[src/rtl/accel_bcd_converter_pkg.sv]
// Shared constants for the accelerometer binary-to-BCD converter:
// FSM state encodings, axis indices and the BCD nibble width.
package accel_bcd_converter_pkg;

    localparam int BCD_NIB_W = 4;
    localparam int N_AXES    = 3;

    typedef logic [2:0] state_t;

    localparam state_t ST_IDLE  = 3'd0;
    localparam state_t ST_LOAD  = 3'd1;
    localparam state_t ST_SHIFT = 3'd2;
    localparam state_t ST_NEXT  = 3'd3;
    localparam state_t ST_DONE  = 3'd4;

    localparam logic [1:0] AXIS_X = 2'd0;
    localparam logic [1:0] AXIS_Y = 2'd1;
    localparam logic [1:0] AXIS_Z = 2'd2;

endpackage

[src/rtl/accel_bcd_converter_bcd_add3_adjust.sv]
// Double-dabble correction cell: every BCD nibble that is 5 or more gets 3 added
// so that the following left shift carries correctly into the next digit.
module bcd_add3_adjust
    import accel_bcd_converter_pkg::*;
#(
    parameter int DIGITS = 5
) (
    input  logic [BCD_NIB_W*DIGITS-1:0] i_bcd,
    output logic [BCD_NIB_W*DIGITS-1:0] o_bcd
);

    always_comb begin
        o_bcd = i_bcd;
        for (int d = 0; d < DIGITS; d++) begin
            if (i_bcd[d*BCD_NIB_W +: BCD_NIB_W] >= 4'd5) begin
                o_bcd[d*BCD_NIB_W +: BCD_NIB_W] = i_bcd[d*BCD_NIB_W +: BCD_NIB_W] + 4'd3;
            end
        end
    end

endmodule

[src/rtl/accel_bcd_converter.sv]
// Sequential signed-binary-to-BCD converter for three accelerometer axes.
// Converts one axis at a time with shift-add-3 and publishes all axes atomically.
module accel_bcd_converter
    import accel_bcd_converter_pkg::*;
#(
    parameter int DATA_W = 16,
    parameter int DIGITS = 5,
    parameter int OVR_W  = 8
) (
    input  logic                          clk,
    input  logic                          reset_n,
    input  logic                          data_update,
    input  logic signed [DATA_W-1:0]      data_x,
    input  logic signed [DATA_W-1:0]      data_y,
    input  logic signed [DATA_W-1:0]      data_z,
    output logic [BCD_NIB_W*DIGITS-1:0]   bcd_x,
    output logic [BCD_NIB_W*DIGITS-1:0]   bcd_y,
    output logic [BCD_NIB_W*DIGITS-1:0]   bcd_z,
    output logic                          neg_x,
    output logic                          neg_y,
    output logic                          neg_z,
    output logic                          bcd_valid,
    output logic                          busy,
    output logic [OVR_W-1:0]              overrun_cnt
);

    localparam int BCD_W = BCD_NIB_W * DIGITS;
    localparam int CNT_W = $clog2(DATA_W);
    localparam logic [CNT_W-1:0] LAST_BIT = CNT_W'(DATA_W - 1);

    state_t                    r_state;
    logic [1:0]                r_axis;
    logic [CNT_W-1:0]          r_bitcnt;
    logic signed [DATA_W-1:0]  r_snap [N_AXES];
    logic signed [DATA_W-1:0]  r_pend [N_AXES];
    logic                      r_pend_vld;
    logic [BCD_W-1:0]          r_bcd;
    logic [DATA_W-1:0]         r_mag;
    logic                      r_neg;
    logic [BCD_W-1:0]          r_sh_bcd [N_AXES];
    logic                      r_sh_neg [N_AXES];
    logic [BCD_W-1:0]          r_out_bcd [N_AXES];
    logic                      r_out_neg [N_AXES];
    logic                      r_valid;
    logic [OVR_W-1:0]          r_ovr;

    logic                      w_busy;
    logic                      w_start;
    logic signed [DATA_W-1:0]  w_sel;
    logic [DATA_W-1:0]         w_abs;
    logic [BCD_W-1:0]          w_adj;

    assign w_busy  = (r_state != ST_IDLE);
    assign w_start = !w_busy && (data_update || r_pend_vld);

    always_comb begin
        w_sel = r_snap[0];
        if (r_axis == AXIS_Y) begin
            w_sel = r_snap[1];
        end else if (r_axis == AXIS_Z) begin
            w_sel = r_snap[2];
        end
    end

    // Unsigned magnitude: the most negative sample maps to 2^(DATA_W-1) without overflow.
    assign w_abs = w_sel[DATA_W-1] ? (~$unsigned(w_sel) + 1'b1) : $unsigned(w_sel);

    bcd_add3_adjust #(
        .DIGITS (DIGITS)
    ) u_add3 (
        .i_bcd (r_bcd),
        .o_bcd (w_adj)
    );

    // Samples arriving while busy wait in a single-entry buffer; the newest one wins.
    always_ff @(posedge clk or negedge reset_n) begin
        if (!reset_n) begin
            r_pend_vld <= 1'b0;
            r_ovr      <= '0;
            for (int i = 0; i < N_AXES; i++) begin
                r_pend[i] <= '0;
            end
        end else begin
            if (data_update && w_busy) begin
                r_pend[0]  <= data_x;
                r_pend[1]  <= data_y;
                r_pend[2]  <= data_z;
                r_pend_vld <= 1'b1;
            end else if (w_start) begin
                r_pend_vld <= 1'b0;
            end
            if (data_update && r_pend_vld && (r_ovr != '1)) begin
                r_ovr <= r_ovr + 1'b1;
            end
        end
    end

    always_ff @(posedge clk or negedge reset_n) begin
        if (!reset_n) begin
            r_state  <= ST_IDLE;
            r_axis   <= AXIS_X;
            r_bitcnt <= '0;
            r_bcd    <= '0;
            r_mag    <= '0;
            r_neg    <= 1'b0;
            r_valid  <= 1'b0;
            for (int i = 0; i < N_AXES; i++) begin
                r_snap[i]    <= '0;
                r_sh_bcd[i]  <= '0;
                r_sh_neg[i]  <= 1'b0;
                r_out_bcd[i] <= '0;
                r_out_neg[i] <= 1'b0;
            end
        end else begin
            r_valid <= 1'b0;
            case (r_state)
                ST_IDLE: begin
                    if (data_update) begin
                        r_snap[0] <= data_x;
                        r_snap[1] <= data_y;
                        r_snap[2] <= data_z;
                    end else if (r_pend_vld) begin
                        for (int i = 0; i < N_AXES; i++) begin
                            r_snap[i] <= r_pend[i];
                        end
                    end
                    if (w_start) begin
                        r_axis  <= AXIS_X;
                        r_state <= ST_LOAD;
                    end
                end
                ST_LOAD: begin
                    r_neg    <= w_sel[DATA_W-1];
                    r_mag    <= w_abs;
                    r_bcd    <= '0;
                    r_bitcnt <= '0;
                    r_state  <= ST_SHIFT;
                end
                ST_SHIFT: begin
                    r_bcd    <= (w_adj << 1) | BCD_W'(r_mag[DATA_W-1]);
                    r_mag    <= r_mag << 1;
                    r_bitcnt <= r_bitcnt + 1'b1;
                    if (r_bitcnt == LAST_BIT) begin
                        r_state <= ST_NEXT;
                    end
                end
                ST_NEXT: begin
                    for (int i = 0; i < N_AXES; i++) begin
                        if (r_axis == 2'(i)) begin
                            r_sh_bcd[i] <= r_bcd;
                            r_sh_neg[i] <= r_neg;
                        end
                    end
                    if (r_axis == AXIS_Z) begin
                        r_state <= ST_DONE;
                    end else begin
                        r_axis  <= r_axis + 1'b1;
                        r_state <= ST_LOAD;
                    end
                end
                ST_DONE: begin
                    for (int i = 0; i < N_AXES; i++) begin
                        r_out_bcd[i] <= r_sh_bcd[i];
                        r_out_neg[i] <= r_sh_neg[i];
                    end
                    r_valid <= 1'b1;
                    r_state <= ST_IDLE;
                end
                default: r_state <= ST_IDLE;
            endcase
        end
    end

    assign bcd_x       = r_out_bcd[0];
    assign bcd_y       = r_out_bcd[1];
    assign bcd_z       = r_out_bcd[2];
    assign neg_x       = r_out_neg[0];
    assign neg_y       = r_out_neg[1];
    assign neg_z       = r_out_neg[2];
    assign bcd_valid   = r_valid;
    assign busy        = w_busy;
    assign overrun_cnt = r_ovr;

endmodule

[config.mk]
export PLATFORM = sky130hd
export DESIGN_NAME = accel_bcd_converter
export DESIGN_NICKNAME = d
export VERILOG_FILES = /design/src/rtl/accel_bcd_converter_pkg.sv /design/src/rtl/accel_bcd_converter_bcd_add3_adjust.sv /design/src/rtl/accel_bcd_converter.sv
export SDC_FILE = /design/constraint.sdc
export NUM_CORES = 1
export LEC_CHECK = 0
export ABC_AREA = 1
export BUFFER_PORTS_ARGS = -buffer_cell sky130_fd_sc_hd__buf_2
export CORE_ASPECT_RATIO = 1.5
export CORE_MARGIN = 1
export CORE_UTILIZATION = 59
export DETAILED_ROUTE_END_ITERATION = 8
export PLACE_DENSITY = 0.83
export SLEW_MARGIN = 0
export SYNTH_ARGS = -nofsm -noshare
export SYNTH_HDL_FRONTEND = slang
export SYNTH_SLANG_ARGS = --single-unit
[constraint.sdc]
create_clock -name clk -period 2.5 [get_ports clk]
set_input_delay 0.25 -clock clk [delete_from_list [all_inputs] [get_ports clk]]
set_output_delay 0.25 -clock clk [all_outputs]
set_load 0.005 [all_outputs]
After elaboration in Yosys (flattened, before gate mapping). Cells that the tools add are included.

Input bits: 51. Latch bits: 0. Memory bits (read-only): 0. Output and inout port bits: 73. Register bits after elaboration: 278. Bits in writable memories: 0. Memories kept: 0.

$mul: 0. Reduce and logical (&&, ||, !) cells: 19. Bitwise logic cells: 2. Multiplexer cells: 23. Equality and inequality tests: 11. Shift operators: 0. Divide/modulo/power cells: 0. Add/subtract/negate cells: 9. Order comparisons: 5.

Operators with widths (number): 48-bit two-way mux (2); 16-bit two-way mux (3); 20-bit case mux with 2 select lines (1); 16-bit case mux with 2 select lines (1); 4-bit by 3-bit >= comparator with 1-bit output, second input constant (5); 20-bit by 1-bit OR with 20-bit output (1); 16-bit by 1-bit adder with 16-bit output, second input constant (1); 4-bit by 2-bit adder with 4-bit output, second input constant (4); 4-bit two-way mux (4); 16-bit NOT (1); 3-bit two-way mux (4); 3-bit case mux with 4 select lines (1); 2-bit AND reduction (5); 8-bit by 1-bit adder with 8-bit output, second input constant (1); 8-bit != test, second input constant (1); 4-bit case mux with 2 select lines (1); 2-bit nonzero test (4); 3-bit by 2-bit equality test with 1-bit output, second input constant (2); 2-bit != test, second input constant (3); 4-bit by 1-bit adder with 4-bit output, second input constant (1); 4-bit equality test, second input constant (1); 1-bit logical AND (4); 2-bit two-way mux (2); 2-bit case mux with 2 select lines (1); other kinds (13) (15).

Depth between registers and ports, before layout. Gate-level depths: netlist (run 1).

Depth in word-level cells: 7. Depth in mapped cells: 17.

Cells and area by module. From an unflattened synthesis (run 1), not the netlist that was laid out.

Cells, all modules: 1426. Area total of the unflattened synthesis: 12339.3 sq um.

By module, submodules not included: accel_bcd_converter (area an instance 11738.8 sq um, seq. area each 6956.7 sq um, cells an instance 1317, instances 1); bcd_add3_adjust (area an instance 600.6 sq um, seq. area each 0.0 sq um, cells an instance 109, instances 1).

Least setup slack after synthesis (run 1). Ideal clock, no wire load.

Path kind: flip-flop to flip-flop. Start: register r_axis[0]. End: register r_mag[12]. Data required time: 2.376 ns. Cell stages (with the launch flop): 17. Library setup time: 0.124 ns. Arrival time: 1.912 ns. Buffers on the path: 2. Slack: 0.463 ns. Cells stage by stage: dfrtp_1 > inv_1 > ha_1 > buf_6 > inv_4 > buf_6 > nand2_1 > nand3_1 > o21ai_2 > ha_1 > nand3_2 > nor2_2 > nand2_2 > nand2_4 > nand3_1 > nand3_1 > nand3_1.

Cells in the longest elaborated chain, start to end: 7.

RTL lines: start: declaration (RTL line accel_bcd_converter.sv:32) `logic [1:0] r_axis;`; start signal: assignment (RTL line accel_bcd_converter.sv:157) `r_axis <= r_axis + 1'b1;`; 2-bit equality test (RTL line accel_bcd_converter.sv:60) `end else if (r_axis == AXIS_Z) begin`; 16-bit two-way mux (RTL line accel_bcd_converter.sv:60); 16-bit two-way mux * (RTL line accel_bcd_converter.sv:58) `if (r_axis == AXIS_Y) begin`; 16-bit NOT (RTL line accel_bcd_converter.sv:66) `assign w_abs = w_sel[DATA_W-1] ? (~$unsigned(w_sel) + 1'b1) : $unsigned(w_sel);`; 16-bit by 1-bit adder with 16-bit output (RTL line accel_bcd_converter.sv:66); 16-bit two-way mux * (RTL line accel_bcd_converter.sv:66); 16-bit case mux with 2 select lines * (RTL line accel_bcd_converter.sv:116) `case (r_state)`; end signal: assignment (RTL line accel_bcd_converter.sv:134) `r_mag <= w_abs;`; end signal: assignment (RTL line accel_bcd_converter.sv:141) `r_mag <= r_mag << 1;`; end: declaration (RTL line accel_bcd_converter.sv:38) `logic [DATA_W-1:0] r_mag;`.

Mark *: on every way between the ends. The rest lies on a longest branch, timed or not. A chain may end at the register's enable or synchronous reset.

Final worst setup path (run 1). Ends and elaborated chain as after synthesis.

==> flow_metrics.env, run 1 <==
export IMPL_status="finished clean"
export IMPL_netlist_area_mm2=0.0123
export IMPL_start_util=0.603
export IMPL_regToRegStartpoint="r_axis[0]"
export IMPL_synth_top_area_frac=0.565
export IMPL_synth_top_cells_by_count="nand2_1 (470), dfrtp_1 (278), o21ai_0 (210)"
export IMPL_synthArstFlopShare=1.00
export IMPL_yosys_area_share_simple=0.192
export IMPL_vias=9592
export IMPL_synthesis_nets=1467
export IMPL_grt_max_degree=98
export IMPL_min_delay_start="data_y[13]"
export IMPL_arrival_ns=2.60
export IMPL_via_per_inst=5.32
export IMPL_synth_avg_cell_area_um2=8.79
export IMPL_synth_distinct_cells=37
export IMPL_whs_path_depth=3
export IMPL_synth_top_family_by_area="simple AND/OR/NAND/NOR gates"
export IMPL_drt_initial_drc_count=622
export IMPL_min_period_ns=2.21
export IMPL_ys_flop_type="dfrtp_1"
export IMPL_reg2reg_to="r_mag[12]"
export IMPL_hold_ws_ns=0.00636
export IMPL_dp_hpwl_um=17400
export IMPL_cts_tree="yes"
export IMPL_cts_root_buf="clkbuf_16"
export IMPL_totalWireLength_um=26300
export IMPL_rsz0062_at_grt="no"
export IMPL_min_to="r_pend[29]"
export IMPL_drcViolationCount=0
export IMPL_power_density_mw_per_mm2=748
export IMPL_syn_inst=1400
export IMPL_max_freq_mhz=453
export IMPL_hold_violations=0
export IMPL_clkSlewWorstSetupHoldPaths_ns=0.07
export IMPL_crit_start="r_axis[0]"
export IMPL_grt_ovfl_total=0
export IMPL_fin_crit_sh=0.883
export IMPL_portBuffers=123
export IMPL_clock_skew_ns=0.0139
export IMPL_power_leakage_nw=7.11
export IMPL_die_y_um=179
export IMPL_yosysMostFrequentCell="nand2_1"
export IMPL_r2r_slack_ns=0.29
export IMPL_cts_made_buffers=25
export IMPL_grt_antenna_before_repair=0
export IMPL_path_class="reg2reg"
export IMPL_fin_area_mm2=0.0142
export IMPL_seq_area_frac_synth=0.565
export IMPL_rr_worst_depth=14
export IMPL_place_inst=1738
export IMPL_firstDrtPassIters=5
export IMPL_irDropWorstVdd_uv=598
export IMPL_final_antenna_net_count=0
export IMPL_rows=64
export IMPL_setup_violations=0
export IMPL_synth_compound_area_frac=0.146
export IMPL_cts_resized=0
export IMPL_p_total_mw=10.6
export IMPL_insertedDiodeCount=0
export IMPL_fin_util=0.693
export IMPL_worstMarginPinSlew_ns=0.741
export IMPL_gp_congestion=0.978
export IMPL_finalNetCount=1587
export IMPL_synth_area_leader_cell="dfrtp_1"
export IMPL_placed_cell_area_mm2=0.0131
export IMPL_muxShareOfSynthArea=0
export IMPL_core_area_mm2=0.0204
export IMPL_required_ns=2.89
export IMPL_start_kind="flop"
export IMPL_instances_no_fill=1802
export IMPL_ios=124
export IMPL_cts_sinks=278
export IMPL_slew_viol_final=0
export IMPL_timing_slew_headroom=0.506
export IMPL_cp_max_fo=11
export IMPL_post_drt_wl_per_cell_um=14.6
export IMPL_synthToLayoutAreaGrowth_pct=15.0
export IMPL_yosysWarnings=0
export IMPL_cap_viol_max_count=0
export IMPL_yosys_top_cells_area="dfrtp_1 (57%), nand2_1 (14%), o21ai_0 (8.5%), inv_1 (3.7%), o21a_1 (2.5%)"
export IMPL_place_ws_ns=0.344
export IMPL_synthXorXnorAreaFrac=0.0107
export IMPL_layout_setup_ws_ns=0.291
export IMPL_synth_adder_area_share=0.0163
export IMPL_tns_ns=0
export IMPL_grt_pass1_wl_um=44300
export IMPL_end_kind="flop"
export IMPL_grt_usage=0.256
export IMPL_grt_pass1_vias=9285
export IMPL_holdCritPathClass="in2reg"
export IMPL_cts_max_level=1
export IMPL_drive_gt1_frac=0.159
export IMPL_die_area_mm2=0.0215
export IMPL_ys_ff_latch=278
export IMPL_die_w_um=120
export IMPL_synth_edf_count=0
export IMPL_cts_max_path_buffers=3
export IMPL_clk_latency_ns=0.52
## worst max-delay path, cell delays in order (launching register included)
cell and delay [ns]:
dfrtp_1 0.39, inv_1 0.13, ha_1 0.28, inv_4 0.10, nand2_1 0.08, nand3_1 0.08
o21ai_2 0.12, ha_1 0.24, nand3_2 0.11, nor2_2 0.15, nand2_2 0.08, nand2_4 0.09
nand3_1 0.07, nand3_1 0.10, nand3_1 0.06
## kinds of logic after synthesis
logic type / count (synthesis)
buffers and inverters: 202
flip-flops: 278
AND/OR/NAND/NOR: 572
adder cells (fa/ha/maj): 16
AO/OA/AOI/OAI: 317
XOR/XNOR: 15
## how the worst max path moves through the flow
stage | endpoint | slack [ns]
after CTS | r_mag[12] | 0.30
final | r_mag[12] | 0.29
after global placement | r_mag[14] | 0.45
after global routing | r_mag[12] | 0.08
after floorplan | r_mag[12] | 0.46
after detailed placement | r_mag[14] | 0.34
## timing repair
action	in CTS	in global routing
endpoints found under the hold margin	85	0
setup buffers	0	0
hold buffers	19	0
## layer usage
| metal | part of all wire | vias up | GRT usage | wire length, um |
|---|---|---|---|---|
| met5 | 0 | - | 0 | 0 |
| met4 | 0.035 | 0 | 0.0995 | 917 |
| met3 | 0.032 | 46 | 0.0251 | 830 |
| met2 | 0.51 | 233 | 0.456 | 13400 |
| met1 | 0.42 | 4574 | 0.319 | 11100 |
| li1 | - | 4739 | - | - |
## cell usage in the layout, fill, tap and decap left out, types with 4 or more instances in the layout
master,Yosys,final
a21oi_1,18,18
buf_12,0,4
buf_2,24,122
buf_4,10,18
clkbuf_16,0,25
clkbuf_8,0,5
clkinvlp_4,0,5
dfrtp_1,278,278
dlygate4sd3_1,0,19
ha_1,16,16
inv_1,122,122
inv_2,8,8
nand2_1,470,468
nand2_2,18,20
nand2_4,4,4
nand3_1,41,41
nand3_2,7,7
nor2_1,19,19
nor2_2,6,5
o211ai_1,13,13
o21a_1,41,41
o21ai_0,210,210
o21ai_1,5,5
o21ai_2,7,7
o21bai_1,5,5
o22ai_1,9,9
xnor2_1,9,9
xor2_1,6,6
## report_power, final
part / leakage [nW] / internal (mW) / switching (mW)
logic: 3.11 / 0.557 / 0.886
clock network: 0.400 / 2.21 / 1.69
registers: 3.59 / 4.94 / 0.319
total: 7.11 / 7.71 / 2.89
## registers in the layout (all words and copies together), names as in the netlist
register,flops
bcd_valid,1
bcd_x,20
bcd_y,20
bcd_z,20
neg_x,1
neg_y,1
neg_z,1
overrun_cnt,8
r_axis,2
r_bcd,20
r_bitcnt,4
r_mag,16
r_neg,1
r_pend,48
r_pend_vld,1
r_sh_bcd,60
r_sh_neg,3
r_snap,48
r_state,3
## cell type report
| type | count | area [um2] |
|---|---|---|
| clock buffer | 32 | 702 |
| timing repair buffer | 164 | 1030 |
| inverter | 131 | 494 |
| tap | 264 | 330 |
| multi-input combinational | 920 | 4510 |
| fill | 1575 | 6260 |
| sequential | 278 | 6960 |
| clock inverter | 13 | 139 |
Note: power is estimated with default switching activity, not from simulation.
==> run 2, diff against run 1 <==
--- a/config.mk
+++ b/config.mk
@@ -11,4 +11,5 @@
 export CORE_MARGIN = 1
 export CORE_UTILIZATION = 59
+export CTS_CLUSTER_SIZE = 25
 export DETAILED_ROUTE_END_ITERATION = 8
 export PLACE_DENSITY = 0.83
==> constraint.sdc (replaced) <==
create_clock -name clk -period 2.5 [get_ports clk]
set_input_delay 0.5 -clock clk [delete_from_list [all_inputs] [get_ports clk]]
set_output_delay 0.5 -clock clk [all_outputs]
set_load 0.005 [all_outputs]
==> run 2 against run 1 <==
Effect of this change: global-route usage decreased by 0.092 points; critical path depth did not move; combinational power is essentially flat; final cell count is 1.1% lower; first-iteration DRC count fell by 15%; die area is the same; sequential share of layout area up 0.49 points; power rose by 0.50%; clock-buffer cell count up 8; largest cell class unchanged.
==> flow_metrics.env, run 2 (synthesized netlist as in run 1, its figures left out) <==
export IMPL_status="finished clean"
export IMPL_drcViolationCount=0
export IMPL_insertedDiodeCount=0
export IMPL_largestRegisters="r_sh_bcd x60, r_pend x48, r_snap x48"
export IMPL_dr_max_layer_used="met4"
export IMPL_start_kind="flop"
export IMPL_rsz0062_at_grt="no"
export IMPL_largest_reg_flops=60
export IMPL_die_y_um=179
export IMPL_whs_path_depth=3
export IMPL_max_freq_mhz=459
export IMPL_grt_pass1_wl_um=44200
export IMPL_start_util=0.603
export IMPL_required_ns=2.91
export IMPL_final_common_cell="nand2_1"
export IMPL_final_antenna_net_count=0
export IMPL_ios=124
export IMPL_rows=64
export IMPL_firstDrtPassIters=5
export IMPL_top_register="r_sh_bcd"
export IMPL_path_class="reg2reg"
export IMPL_grt_antenna_before_repair=0
export IMPL_vias=9511
export IMPL_most_common_layout_cells="nand2_1 (468), dfrtp_1 (278), o21ai_0 (210), inv_1 (122), buf_2 (122)"
export IMPL_tns_ns=0
export IMPL_layout_setup_ws_ns=0.319
export IMPL_fillers=1648
export IMPL_critical_path_slowest_cell="dfrtp_1"
export IMPL_finalNetCount=1568
export IMPL_core_area_mm2=0.0204
export IMPL_drt_initial_drc_count=531
export IMPL_met1_length_um=10700
export IMPL_slowest_delay_ns=0.39
export IMPL_dp_hpwl_um=17700
export IMPL_grt_usage=0.255
export IMPL_timing_slew_headroom=0.681
export IMPL_totalWireLength_um=26000
export IMPL_rr_worst_depth=14
export IMPL_crit_top_cell="nand3_1"
export IMPL_portBuffers=123
export IMPL_route_met3_wl_um=911
export IMPL_place_ws_ns=0.332
export IMPL_cts_max_path_buffers=3
export IMPL_drive_gt1_frac=0.159
export IMPL_end_kind="flop"
export IMPL_crit_chain="inv_1 > ha_1 > inv_4 > nand2_1 > nand3_1 > o21ai_2 > ha_1 > nand3_2 > nor2_2 > nand2_2 > nand2_4 > nand3_1 > nand3_1 > nand3_1"
export IMPL_hold_violations=0
export IMPL_slew_viol_final=0
export IMPL_cts_made_buffers=26
export IMPL_min_period_ns=2.18
export IMPL_cts_root_buf="clkbuf_16"
export IMPL_power_leakage_nw=7.05
export IMPL_die_area_mm2=0.0215
export IMPL_cts_max_level=1
export IMPL_via_per_inst=5.34
export IMPL_dr_wl_met2_um=13500
export IMPL_synthToLayoutAreaGrowth_pct=13.9
export IMPL_worstMarginPinSlew_ns=0.478
export IMPL_power_density_mw_per_mm2=760
export IMPL_clkSlewWorstSetupHoldPaths_ns=0.07
export IMPL_arrival_ns=2.59
export IMPL_irDropWorstVdd_uv=583
export IMPL_cap_viol_max_count=0
export IMPL_grt_max_degree=97
export IMPL_gp_congestion=0.877
export IMPL_grt_ovfl_total=0
export IMPL_clock_skew_ns=0.0104
export IMPL_die_w_um=120
export IMPL_cts_tree="yes"
export IMPL_cts_sinks=278
export IMPL_setup_violations=0
export IMPL_cp_max_fo=13
export IMPL_post_drt_wl_per_cell_um=14.6
export IMPL_grt_pass1_vias=9222
export IMPL_holdCritPathClass="in2reg"
export IMPL_clk_latency_ns=0.53
export IMPL_fin_crit_sh=0.872
==> run 2: cell types whose count changed in the layout (fill, tap and decap cells not counted), sizes merged <==
cell / change
buf: -2
bufinv: -1
clkbuf: +8
clkinv: -4
clkinvlp: -2
dlygate4sd3: -18
inv: -1
==> run 2: per-layer routing <==
| layer | track usage | up-vias |
|---|---|---|
| met5 | 0 | - |
| met4 | 0.103 | 0 |
| met3 | 0.0296 | 55 |
| met2 | 0.456 | 230 |
| met1 | 0.311 | 4528 |
| li1 | - | 4698 |
==> run 2: power by group <==
group / internal (mW) / switching (mW) / total (mW)
Sequential: 4.95 / 0.319 / 5.26
Combinational: 0.541 / 0.879 / 1.42
Clock: 2.33 / 1.63 / 3.97
Total: 7.82 / 2.83 / 10.7
==> run 2: path summary, 6_finish.rpt <==
kind,start,slack (ns),to
hold reg to reg,r_sh_bcd[35],0.47,bcd_y[15]
setup reg to reg,r_axis[0],0.32,r_mag[12]
min in group asynchronous,reset_n,0.43,bcd_y[6]
hold / removal,data_z[1],0.24,r_pend[1]
max in group asynchronous,reset_n,1.31,r_snap[23]
setup / recovery,r_axis[0],0.32,r_mag[12]
==> run 2: worst max-delay path: cells and delay by family (launching register included) <==
family | cells | cell delay (ns)
buf+inv | 2 | 0.23
compound gates | 1 | 0.12
flops | 1 | 0.39
simple gates | 9 | 0.81
fa+ha+maj | 2 | 0.50
==> run 2: repair_timing <==
| action | CTS | global route |
|---|---|---|
| endpoints found under the hold margin | 32 | 0 |
| gates resized for setup | 0 | 0 |
| buffers inserted | 0 | 0 |
| hold buffers | 1 | 0 |
==> run 2: metrics by stage <==
stage               hold slack, ns   util  cells  total power, mW  cell area, um2
floorplan                    0.204      -   1400             6.21           12300
global placement             0.387  0.643   1736             6.65           13100
CTS                          0.227  0.687   1782             10.7           14000
global route                 0.232  0.687   1782             11.2           14000
finish                       0.239  0.687   1782             10.7           14000
detailed placement           0.392  0.643   1736             6.74           13100
==> run 2: cell type report <==
class                   count  area (um2)  share of cell area
clock buffers              40         815              0.0581
clock inverters             5        57.6             0.00411
well taps                 264         330              0.0236
multi-input cells         920        4510               0.321
flip-flops and latches    278        6960               0.496
inverters                 131         494              0.0353
repair buffers            144         861              0.0614
